--- src/rtl/pos_data_distributor_seq.sv ---
// Home-cell position reader: sweeps every home particle once per phase, absorbs back pressure in a 2-entry skid buffer.
// Build macro PDD_EMPTY_SLOT_FILTER_EN: all-zero RAM records are treated as empty slots and carry no pair flags.
module pos_data_distributor_seq #(
  parameter int OFFSET_WIDTH                      = 29,
  parameter int CELL_ID_WIDTH                     = 3,
  parameter int DATA_WIDTH                        = OFFSET_WIDTH + CELL_ID_WIDTH,
  parameter logic [CELL_ID_WIDTH-1:0] HOME_CELL_ID = 3'b010,
  parameter int NUM_NEIGHBOR_CELLS                = 13,
  parameter int NUM_FILTER                        = 7,
  parameter int NUM_PHASES                        = 2,
  parameter int PARTICLE_ID_WIDTH                 = 7
) (
  input  logic                                              clk,
  input  logic                                              rst,
  input  logic                                              start,
  input  logic [PARTICLE_ID_WIDTH:0]                        num_particles,
  output logic                                              rd_en,
  output logic [PARTICLE_ID_WIDTH-1:0]                      rd_addr,
  input  logic [3*OFFSET_WIDTH-1:0]                         rd_nb_position,
  input  logic [NUM_NEIGHBOR_CELLS:0]                       broadcast_done,
  input  logic                                              ref_not_read_yet,
  input  logic [NUM_FILTER-1:0]                             ref_valid,
  input  logic                                              pause_reading,
  output logic                                              out_valid,
  output logic [3*DATA_WIDTH-1:0]                           assembled_position,
  output logic [NUM_FILTER-1:0]                             pair_valid,
  output logic [PARTICLE_ID_WIDTH-1:0]                      out_particle_id,
  output logic [((NUM_PHASES > 1) ? $clog2(NUM_PHASES) : 1)-1:0] out_phase,
  output logic                                              busy,
  output logic                                              done
);

  localparam int PHW  = (NUM_PHASES > 1) ? $clog2(NUM_PHASES) : 1;
  localparam int PIW  = PARTICLE_ID_WIDTH;
  localparam int POSW = 3*DATA_WIDTH;
  localparam int ENTW = POSW + NUM_FILTER + PIW + PHW;
  localparam logic [PHW-1:0] LAST_PHASE = PHW'(NUM_PHASES - 1);

  localparam logic [1:0] ST_IDLE  = 2'd0;
  localparam logic [1:0] ST_READ  = 2'd1;
  localparam logic [1:0] ST_DRAIN = 2'd2;

  // Slot s = phase*NUM_FILTER+f; slots past the last neighbour cell never pair, home slot skips self-pair.
  function automatic logic [NUM_FILTER-1:0] calc_pair_valid(
    input logic [PHW-1:0]              phase,
    input logic [NUM_NEIGHBOR_CELLS:0] bd,
    input logic [NUM_FILTER-1:0]       rv,
    input logic                        ref_pending
  );
    logic [NUM_FILTER-1:0]       flags;
    logic [NUM_NEIGHBOR_CELLS:0] bd_sh;
    int                          slot;
    flags = '0;
    for (int f = 0; f < NUM_FILTER; f++) begin
      slot  = int'(phase) * NUM_FILTER + f;
      bd_sh = bd >> slot;
      if (slot <= NUM_NEIGHBOR_CELLS) flags[f] = ~bd_sh[0] & rv[f];
      else                            flags[f] = 1'b0;
    end
    if (phase == PHW'(0)) flags[0] = flags[0] & ~ref_pending;
    else                  flags[0] = flags[0];
    return flags;
  endfunction

  logic [1:0]            r_state;
  logic [PIW-1:0]        r_addr;
  logic [PIW-1:0]        r_last_addr;
  logic [PHW-1:0]        r_phase;
  logic                  r_busy;
  logic                  r_done;
  logic                  r_inflight;
  logic [PIW-1:0]        r_fl_id;
  logic [PHW-1:0]        r_fl_phase;
  logic [ENTW-1:0]       r_out;
  logic                  r_out_valid;
  logic [ENTW-1:0]       r_skid0;
  logic [ENTW-1:0]       r_skid1;
  logic [1:0]            r_skid_cnt;

  logic [1:0]            w_occ;
  logic                  w_rd;
  logic                  w_xfer;
  logic                  w_to_out;
  logic                  w_push;
  logic                  w_pop;
  logic [POSW-1:0]       w_pos;
  logic [NUM_FILTER-1:0] w_flags_raw;
  logic [NUM_FILTER-1:0] w_flags;
  logic [ENTW-1:0]       w_new;

  // Two credits shared between skid slots and the read in flight.
  assign w_occ    = r_skid_cnt + {1'b0, r_inflight};
  assign w_rd     = (r_state == ST_READ) && (w_occ < 2'd2);
  assign w_xfer   = r_out_valid & ~pause_reading;
  assign w_to_out = r_inflight && (!r_out_valid || w_xfer) && (r_skid_cnt == 2'd0);
  assign w_push   = r_inflight && !w_to_out;
  assign w_pop    = w_xfer && (r_skid_cnt != 2'd0);

  assign w_pos = {HOME_CELL_ID, rd_nb_position[3*OFFSET_WIDTH-1 -: OFFSET_WIDTH],
                  HOME_CELL_ID, rd_nb_position[2*OFFSET_WIDTH-1 -: OFFSET_WIDTH],
                  HOME_CELL_ID, rd_nb_position[OFFSET_WIDTH-1:0]};
  assign w_flags_raw = calc_pair_valid(r_fl_phase, broadcast_done, ref_valid, ref_not_read_yet);

  // Final pair flags for the record returning this cycle.
  always_comb begin
`ifdef PDD_EMPTY_SLOT_FILTER_EN
    if (rd_nb_position == {(3*OFFSET_WIDTH){1'b0}}) w_flags = {NUM_FILTER{1'b0}};
    else                                             w_flags = w_flags_raw;
`else
    w_flags = w_flags_raw;
`endif
  end

  assign w_new = {w_pos, w_flags, r_fl_id, r_fl_phase};

  // Sweep sequencer: address/phase counters, busy and done.
  always_ff @(posedge clk) begin
    if (rst) begin
      r_state     <= ST_IDLE;
      r_addr      <= PIW'(0);
      r_last_addr <= PIW'(0);
      r_phase     <= PHW'(0);
      r_busy      <= 1'b0;
      r_done      <= 1'b0;
    end else begin
      r_done <= 1'b0;
      case (r_state)
        ST_IDLE: begin
          if (start) begin
            if (num_particles == (PIW+1)'(0)) begin
              r_done <= 1'b1;
            end else begin
              r_state     <= ST_READ;
              r_busy      <= 1'b1;
              r_addr      <= PIW'(0);
              r_phase     <= PHW'(0);
              r_last_addr <= num_particles[PIW-1:0] - PIW'(1);
            end
          end
        end
        ST_READ: begin
          if (w_rd) begin
            if (r_addr == r_last_addr) begin
              r_addr <= PIW'(0);
              if (r_phase == LAST_PHASE) r_state <= ST_DRAIN;
              else                       r_phase <= r_phase + PHW'(1);
            end else begin
              r_addr <= r_addr + PIW'(1);
            end
          end
        end
        ST_DRAIN: begin
          if (w_xfer && (r_skid_cnt == 2'd0) && !r_inflight) begin
            r_state <= ST_IDLE;
            r_busy  <= 1'b0;
            r_done  <= 1'b1;
          end
        end
        default: begin
          r_state <= ST_IDLE;
          r_busy  <= 1'b0;
        end
      endcase
    end
  end

  // Tag of the read in flight, so the returning record knows its address and phase.
  always_ff @(posedge clk) begin
    if (rst) begin
      r_inflight <= 1'b0;
      r_fl_id    <= PIW'(0);
      r_fl_phase <= PHW'(0);
    end else begin
      r_inflight <= w_rd;
      r_fl_id    <= r_addr;
      r_fl_phase <= r_phase;
    end
  end

  // Output register and skid buffer: returns always land; a transfer reloads from the skid head first.
  always_ff @(posedge clk) begin
    if (rst) begin
      r_out       <= ENTW'(0);
      r_out_valid <= 1'b0;
      r_skid0     <= ENTW'(0);
      r_skid1     <= ENTW'(0);
      r_skid_cnt  <= 2'd0;
    end else begin
      if (w_to_out) begin
        r_out       <= w_new;
        r_out_valid <= 1'b1;
      end else if (w_pop) begin
        r_out       <= r_skid0;
        r_out_valid <= 1'b1;
      end else if (w_xfer) begin
        r_out_valid <= 1'b0;
      end
      case ({w_push, w_pop})
        2'b10: begin
          if (r_skid_cnt == 2'd0) r_skid0 <= w_new;
          else                    r_skid1 <= w_new;
          r_skid_cnt <= r_skid_cnt + 2'd1;
        end
        2'b01: begin
          r_skid0    <= r_skid1;
          r_skid_cnt <= r_skid_cnt - 2'd1;
        end
        2'b11: begin
          if (r_skid_cnt == 2'd1) begin
            r_skid0 <= w_new;
          end else begin
            r_skid0 <= r_skid1;
            r_skid1 <= w_new;
          end
        end
        default: ;
      endcase
    end
  end

  assign rd_en              = w_rd;
  assign rd_addr            = r_addr;
  assign out_valid          = r_out_valid;
  assign assembled_position = r_out[ENTW-1 -: POSW];
  assign pair_valid         = r_out[PHW+PIW +: NUM_FILTER];
  assign out_particle_id    = r_out[PHW +: PIW];
  assign out_phase          = r_out[PHW-1:0];
  assign busy               = r_busy;
  assign done               = r_done;

endmodule

--- config.mk ---
export PLATFORM = sky130hd
export DESIGN_NAME = pos_data_distributor_seq
export DESIGN_NICKNAME = d
export VERILOG_FILES = /design/src/rtl/pos_data_distributor_seq.sv
export SDC_FILE = /design/constraint.sdc
export NUM_CORES = 1
export LEC_CHECK = 0
export CAP_MARGIN = 20
export CORE_UTILIZATION = 46
export CTS_CLUSTER_SIZE = 14
export DETAILED_ROUTE_END_ITERATION = 12
export GPL_ROUTABILITY_DRIVEN = 0
export GPL_TIMING_DRIVEN = 0
export PLACE_DENSITY = 0.72
export REMOVE_ABC_BUFFERS = 1
export SKIP_CTS_REPAIR_TIMING = 1
export SYNTH_ARGS = -nofsm -noshare
export SYNTH_HDL_FRONTEND = slang
export SYNTH_SLANG_ARGS = --single-unit
export TNS_END_PERCENT = 100
--- constraint.sdc ---
create_clock -name clk -period 4 [get_ports clk]
set_input_delay 0.6 -clock clk [delete_from_list [all_inputs] [get_ports clk]]
set_output_delay 0.6 -clock clk [all_outputs]
set_load 0.05 [all_outputs]
Word level (Yosys, flattened, before mapping):

Index checks and enable logic that the tools add are counted.

* output and inout bits: 122
* register bits: 364

* add/sub/neg operators: 12
* equal/unequal tests: 16
* reductions and logical operators: 29
* multiply operators: 1
* shift operators: 7
* $lt $le $gt $ge: 8
* bitwise logic cells: 20
* multiplexer cells: 46

Operator list (number)
* $mux 111: 4
* $pmux 111 s3: 1
* $pmux 111 s2: 1
* $mux 110: 2
* $le 32x5->1 const B: 6
* $shr 14x32->1: 6
* $add 32x3->32 const B: 2
* $add 32x4->32 const B: 2
* $add 32x2->32 const B: 1
* $mux 7: 4
* $mux 1: 22
* $ne 2x2->1 const B: 8
* $pmux 7 s2: 1
* $shr 14x5->1: 1
* $mux 2: 6
* $not 1->1: 11
* $reduce_bool 2->1: 5
* $and 1x1->1: 9
* $logic_not 8->1: 1
* $reduce_and 4->1: 2
* $add 7x1->7 const B: 1
* $eq 7x7->1: 1
* $logic_and 1x1->1: 7
* $sub 7x1->7 const B: 1
* 24 further kinds: 34

Longest topological paths before layout:

Gate-level depths: netlist (run 1).

* word-level depth: 10
* depth in mapped cells: 14
* depth with buffers taken out: 12

Worst setup path before layout (run 1):

No wires, ideal clock.

* path kind: reg2reg
* start point: register r_out_valid, in the netlist out_valid
* end point: register r_skid1[80]
* required time: 3.929 ns
* path buffers: 3
* cell stages (with the launch flop): 11
* clock period less this slack: 2.769 ns
* arrival time: 2.698 ns
* library setup time: 0.071 ns
* setup slack: 1.231 ns
* path through: dfxtp_1 > nand3b_1 > inv_2 > clkbuf_1 > ha_1 > o21ai_0 > a21oi_1 > clkbuf_1 > clkbuf_1 > nand2_1 > a21oi_1

* cells in the longest elaborated chain, start to end: 9

RTL lines
* start, declared: RTL line 75 `logic r_out_valid;`
* start signal, assigned: RTL line 184 `r_out_valid <= 1'b0;`
* start signal, assigned: RTL line 191 `r_out_valid <= 1'b1;`
* start signal, assigned: RTL line 194 `r_out_valid <= 1'b1;`
* $and 1x1->1 or $logic_not 1->1 (tied branches): RTL line 94, 95
* $logic_or 1x1->1: RTL line 95 `assign w_to_out = r_inflight && (!r_out_valid || w_xfer) && (r_skid_cnt == 2'd0);`
* $logic_and 1x1->1 (2 in series): RTL line 95
* $logic_not 1->1: RTL line 96 `assign w_push = r_inflight && !w_to_out;`
* $logic_and 1x1->1: RTL line 96
* $eq 2x2->1: RTL line 198 `case ({w_push, w_pop})`
* $ne 2x2->1 (no source line) or $reduce_bool 2->1 (tied branches)
* $reduce_and 3->1 (no source line)
* end signal, assigned: RTL line 201 `else r_skid1 <= w_new;`
* end signal, assigned: RTL line 213 `r_skid1 <= w_new;`
* end, declared: RTL line 77 `logic [ENTW-1:0] r_skid1;`

Several ways; a longest one is shown, not always the timed one.
A chain may end at the register's enable or synchronous reset.

Worst setup path in the final report (run 1):

* start point: register r_skid_cnt[1]
* end point: register r_skid1[25]

* cells in the longest elaborated chain, start to end: 7

RTL lines
* start, declared: RTL line 78 `logic [1:0] r_skid_cnt;`
* start signal, assigned: RTL line 202 `r_skid_cnt <= r_skid_cnt + 2'd1;`
* start signal, assigned: RTL line 206 `r_skid_cnt <= r_skid_cnt - 2'd1;`
* $logic_not 2->1: RTL line 95, 200
* $logic_and 1x1->1: RTL line 95
* $logic_not 1->1: RTL line 96
* $logic_and 1x1->1: RTL line 96
* $eq 2x2->1: RTL line 198
* $ne 2x2->1 (no source line) or $reduce_bool 2->1 (tied branches)
* $reduce_and 3->1 (no source line)

Several ways; a longest one is shown, not always the timed one.

==> results.cfg, run 1 <==
[routing]
num_vias = 11700
antenna_left = 0
wirelength_um = 35100
drc = 0
wl_per_cell_um = 17.3
first_pass_iters = 6
drtIter0Drc = 1485
via_per_inst = 5.78

[worst_setup_path]
crit_slowest_cell = a21o_4
critPathBufInv = 4
crit_path_max_incr_delay_ps = 510
cp-start-kind = flop
arrival_ps = 4020
cp_cell_sequence = inv_1 -> ha_1 -> inv_1 -> nand3b_1 -> inv_6 -> ha_1 -> nand2_1 -> o21ai_0 -> a21o_4 -> buf_16 -> nand2_1 -> a21oi_1
worst-path-max-fanout = 61
end_kind = flop
required_ps = 4430
path_class = reg -> reg
crit_family = buffers and inverters

[power_and_ir_drop]
p_sw_share_pct = 34.1
clockPowerShare_pct = 30.6
power_density_nw_per_um2 = 606
p_int_w = 0.00674
peakVddDrop_mv = 0.334
pwr-share-comb_pct = 29.7
power.leakage_nw = 5.73
p_seq_share_pct = 39.8
switchingPower_w = 0.00349

[finish]
fin_nets = 1761
area_growth_pct = 32.0
final_common_cell = dfxtp_1
fin_area_sq_um = 16900
fin_util_pct = 62.3
drive_gt1_share_pct = 5.25
mostFrequentLayoutCells = dfxtp_1 (340), nand2_1 (321), clkdlybuf4s50_1 (235), a21oi_1 (209), nor2_1 (120)

[floorplanning]
start_util_pct = 47.2
rows = 60
core-area_sq_um = 27100
die-area_sq_um = 28500
die_y_um = 169
io_pins = 243
die_x_um = 169

[placement]
dp_hpwl_um = 21900
numPortBuffers = 236
dpl_cell_area_sq_um = 15800
pre_cts_ws_ps = -100

[global_route]
grt_first_pass_wirelength_um = 56100
track_usage_pct = 23.8
first_global_vias = 10800
grt_overflow = 0
grt_antenna_before_repair = 3
grt_max_degree = 134

[clock_network]
clk_pin_slew_worst_paths_ps = 60
cts.sinks = 340
cts_root_buffer = clkbuf_16
clk_path_buf_depth = 3
clk_latency_ps = 520
cts_buffers = 35
htreeDepth = 2
cts_tree = built

[logic_synthesis]
syn-cell-area_sq_um = 12800
synth_cell_types = 44
yosysSeqAreaShare_pct = 53.2
synth_edf_count = 0
ys_ff_latch = 340
syn_inst = 1468
ys_async_sr_fraction_pct = 0
yosys_most_used_dff = dfxtp_1
syn_avg_cell_area_sq_um = 8.72
yosysWarnings = 0

[timing]
clock_skew_ps = 25.0
relSlewSlack_pct = 34.2
final.setup.worst_slack_ps = 415
rsz0062_at_grt = false
fin_crit_ps = 3580
setup_viol = 0
fin_crit_sh_pct = 89.6
hold_viol = 0
fmax_mhz = 279
drv_slew = 0
fin_setup_tns_ps = 0
worstMarginPinSlew_ps = 984

[job]
drv_cap = 0

[min_path]
holdCritPathClass = reg -> reg

[run_status]
outcome = complete, no violations
-- per-stage QoR --
stage               instances  hold slack [ps]  total power [W]
floorplan                1334              430          0.00590
global placement         1942              440          0.00699
detailed placement       1966              446          0.00716
CTS                      2027              454           0.0103
global route             2029              465           0.0107
finish                   2030              451           0.0102
-- cell families (layout without fill, tap and decap cells) --
family	count (synthesis)	in the layout	synth area share, %
AO/OA/AOI/OAI	453	453	24.3
flip-flops	340	340	53.2
other	1	8	0.0293
multiplexers	6	6	0.469
XOR/XNOR	15	15	1.03
buffers and inverters	149	332	4.64
AND/OR/NAND/NOR	496	496	15.6
adder cells (fa/ha/maj)	8	8	0.782
-- worst min-delay path: cells and delay by family, from the launching register on --
kind,cells,cell delay [ps]
DFF,1,300
and+or+nand+nor,1,50
AOI/OAI and AO/OA,1,50
-- synthesized netlist by cell type (3+ instances only) --
master	number	area share, %
clkbuf_1	119	3.5
buf_1	9	0.26
xor2_1	9	0.62
buf_4	8	0.47
nor2_1	122	3.6
a211oi_1	9	0.53
ha_1	8	0.78
and2_1	6	0.29
xnor2_1	6	0.41
nand3_1	7	0.27
buf_2	3	0.12
nor4_1	3	0.15
dfxtp_1	340	53
a21oi_1	212	8.3
o21ai_0	4	0.16
inv_1	9	0.26
nor3_1	7	0.27
a222oi_1	102	8.0
o211ai_1	4	0.23
or3_1	4	0.20
nor2b_1	13	0.64
nand2_1	321	9.4
mux2i_1	6	0.47
o21ai_1	9	0.35
a22oi_1	101	5.9
-- flip-flops by register name, indices dropped and copies added (netlist names) --
name and cells:
busy 1, done 1, out_valid 1, r_fl_id 7, r_fl_phase 1, r_inflight 1
r_last_addr 7, r_out 103, r_phase 1, r_skid0 103, r_skid1 103, r_skid_cnt 2
r_state 2, rd_addr 7
-- final timing paths --
check	from	endpoint	slack, ps	cells after the start
worst max register to register	r_skid_cnt[1]$_SDFFE_PP0P_	r_skid1[25]$_SDFFE_PP0P_	420	12
worst min register to register	r_out[63]$_SDFFE_PP0P_	r_out[63]$_SDFFE_PP0P_	450	2
worst min-delay path	r_out[63]$_SDFFE_PP0P_	r_out[63]$_SDFFE_PP0P_	450	2
worst max-delay path	r_skid_cnt[1]$_SDFFE_PP0P_	r_skid1[25]$_SDFFE_PP0P_	420	12
-- power groups by stage --
stage	clock, W	sequential (W)	combinational, W
after floorplan	0	0.00469	0.00121
after global placement	0	0.00413	0.00287
after detailed placement	0	0.00414	0.00302
after CTS	0.00318	0.00407	0.00304
after global routing	0.00332	0.00412	0.00325
final	0.00313	0.00407	0.00303
-- final cells by class --
class | count | area, sq um
sequential | 340 | 6810
timing repair buffer | 261 | 2980
antenna | 2 | 5.00
multi-input combinational | 984 | 5480
tap | 372 | 465
inverter | 10 | 42.5
fill | 2321 | 10200
clock inverter | 4 | 35.0
clock buffer | 57 | 1070
-- routing by layer --
layer / share of wire, % / global-route usage, %
met4: 2.0 / 6.52
met1: 43 / 31.2
met3: 6.8 / 4.04
met2: 48 / 40.5
met5: 0 / 0
(Power assumes the default switching activity.)
==> inputs of run 2 (changes only) <==
==> constraint.sdc (replaced) <==
create_clock -name clk -period 3.73 [get_ports clk]
set_input_delay 0.5595 -clock clk [delete_from_list [all_inputs] [get_ports clk]]
set_output_delay 0.5595 -clock clk [all_outputs]
set_load 0.05 [all_outputs]
==> run 2 against run 1 <==
Final area grew 0.56%. Clock skew grew 1.5 ps. Critical path type unchanged. First-iteration DRC count shrank 0.61%. Die area is the same. Core utilization grew 0.35 points. Largest cell class unchanged.
==> results.cfg, run 2 (synthesis gave the netlist of run 1 again) <==
[worst_setup_path]
arrival_ps = 3820
cp-start-kind = flop
critPathBufInv = 3
path_class = reg -> reg
cp_common_cell = nand2_1
crit_slowest_cell = ha_1
worst-path-max-fanout = 61
cp_cell_sequence = inv_1 -> ha_1 -> nand2_1 -> a21o_1 -> nand2_1 -> inv_1 -> ha_1 -> o21ai_2 -> a21o_4 -> buf_16 -> nand2_1 -> a21oi_1
crit_path_max_incr_delay_ps = 470
crit_family = compound AO/OA/AOI/OAI gates
end_kind = flop
required_ps = 4160

[floorplanning]
die_x_um = 169
die-area_sq_um = 28500
die_y_um = 169
core-area_sq_um = 27100
rows = 60
io_pins = 243
start_util_pct = 47.2

[power_and_ir_drop]
power.leakage_nw = 5.77
power_density_nw_per_um2 = 652
total_power_w = 0.0111
peakVddDrop_mv = 0.336

[routing]
drtIter0Drc = 1476
wl_per_cell_um = 17.6
first_pass_iters = 7
num_vias = 11700
antenna_left = 0
drc = 0
via_per_inst = 5.75
wirelength_um = 36000

[job]
drv_cap = 0

[finish]
mostFrequentLayoutCells = dfxtp_1 (340), nand2_1 (321), clkdlybuf4s50_1 (235), a21oi_1 (209), nor2_1 (120)
largest_registers = r_out x103, r_skid0 x103, r_skid1 x103
fin_nets = 1770
fillers = 2308
drive_gt1_share_pct = 5.83
area_growth_pct = 32.7
final_common_cell = dfxtp_1
fin_util_pct = 62.7

[global_route]
track_usage_pct = 23.8
grt_overflow = 0
grt_first_pass_wirelength_um = 56100
grt_max_degree = 134
first_global_vias = 10800
grt_antenna_before_repair = 3

[timing]
drv_slew = 0
fin_crit_ps = 3390
relSlewSlack_pct = 36.1
fmax_mhz = 295
worstMarginPinSlew_ps = 954
setup_viol = 0
clock_skew_ps = 26.5
rsz0062_at_grt = false
fin_crit_sh_pct = 90.9
hold_viol = 0
hold_ws_ps = 451
fin_setup_tns_ps = 0

[clock_network]
cts_buffers = 35
cts.sinks = 340
cts_tree = built
clk_latency_ps = 520
htreeDepth = 2
clk_pin_slew_worst_paths_ps = 60
cts_root_buffer = clkbuf_16
clk_path_buf_depth = 3

[placement]
dp_hpwl_um = 21900
numPortBuffers = 236

[run_status]
outcome = complete, no violations

[min_path]
holdCritPathClass = reg -> reg
[run 2: cell types whose count changed in the layout (fill, tap and decap cells not counted), sizes merged]
cell	change
nor2	+1
buf	+7
inv	-1
clkinv	+1
diode	+1
a21o	+1
[run 2: per-stage QoR]
step                cells  cell area [sq um]  worst slack (ps)
floorplan            1334              12300             -5180
global placement     1942              15100            -20530
detailed placement   1966              15800              -330
CTS                  2027              16900             -14.0
global route         2038              17000               200
finish               2040              17000               339
[run 2: routing by layer]
layer | up-vias | part of all wire (%) | global-route usage, %
li1 | 5602 | - | -
met1 | 5667 | 43 | 31.2
met2 | 417 | 48 | 40.5
met3 | 46 | 6.8 | 4.04
met4 | 0 | 1.8 | 6.52
met5 | - | 0 | 0
[run 2: layout make-up]
cell class	count	area, sq um	area share [%]
Antenna cell	3	7.51	0.0442
Multi-Input combinational cell	986	5500	32.4
Inverter	10	50.0	0.295
Clock buffer	57	1070	6.30
Tap cell	372	465	2.74
Timing Repair Buffer	268	3050	17.9
Sequential cell	340	6810	40.1
Clock inverter	4	35.0	0.206
[run 2: report_power, final]
part	internal, W	switching, W	total (W)
Combinational	0.00121	0.00213	0.00334
Clock	0.00196	0.00139	0.00336
Sequential	0.00408	0.000281	0.00436
[run 2: worst reg2reg max path: cells and delay by family, from the launching register on]
kind,cells,cell delay [ps]
DFF,1,350
adders and majority gates,2,800
buffers and inverters,3,490
AOI/OAI and AO/OA,4,1160
and+or+nand+nor,3,530
[run 2: path summary, 6_finish.rpt]
path / from / endpoint / slack, ps / depth (start not counted)
hold / removal: r_out[26]$_SDFFE_PP0P_ / r_out[26]$_SDFFE_PP0P_ / 450 / 2
setup reg to reg: r_skid_cnt[1]$_SDFFE_PP0P_ / r_skid1[25]$_SDFFE_PP0P_ / 340 / 12
hold reg to reg: r_out[26]$_SDFFE_PP0P_ / r_out[26]$_SDFFE_PP0P_ / 450 / 2
setup / recovery: r_skid_cnt[1]$_SDFFE_PP0P_ / r_skid1[25]$_SDFFE_PP0P_ / 340 / 12
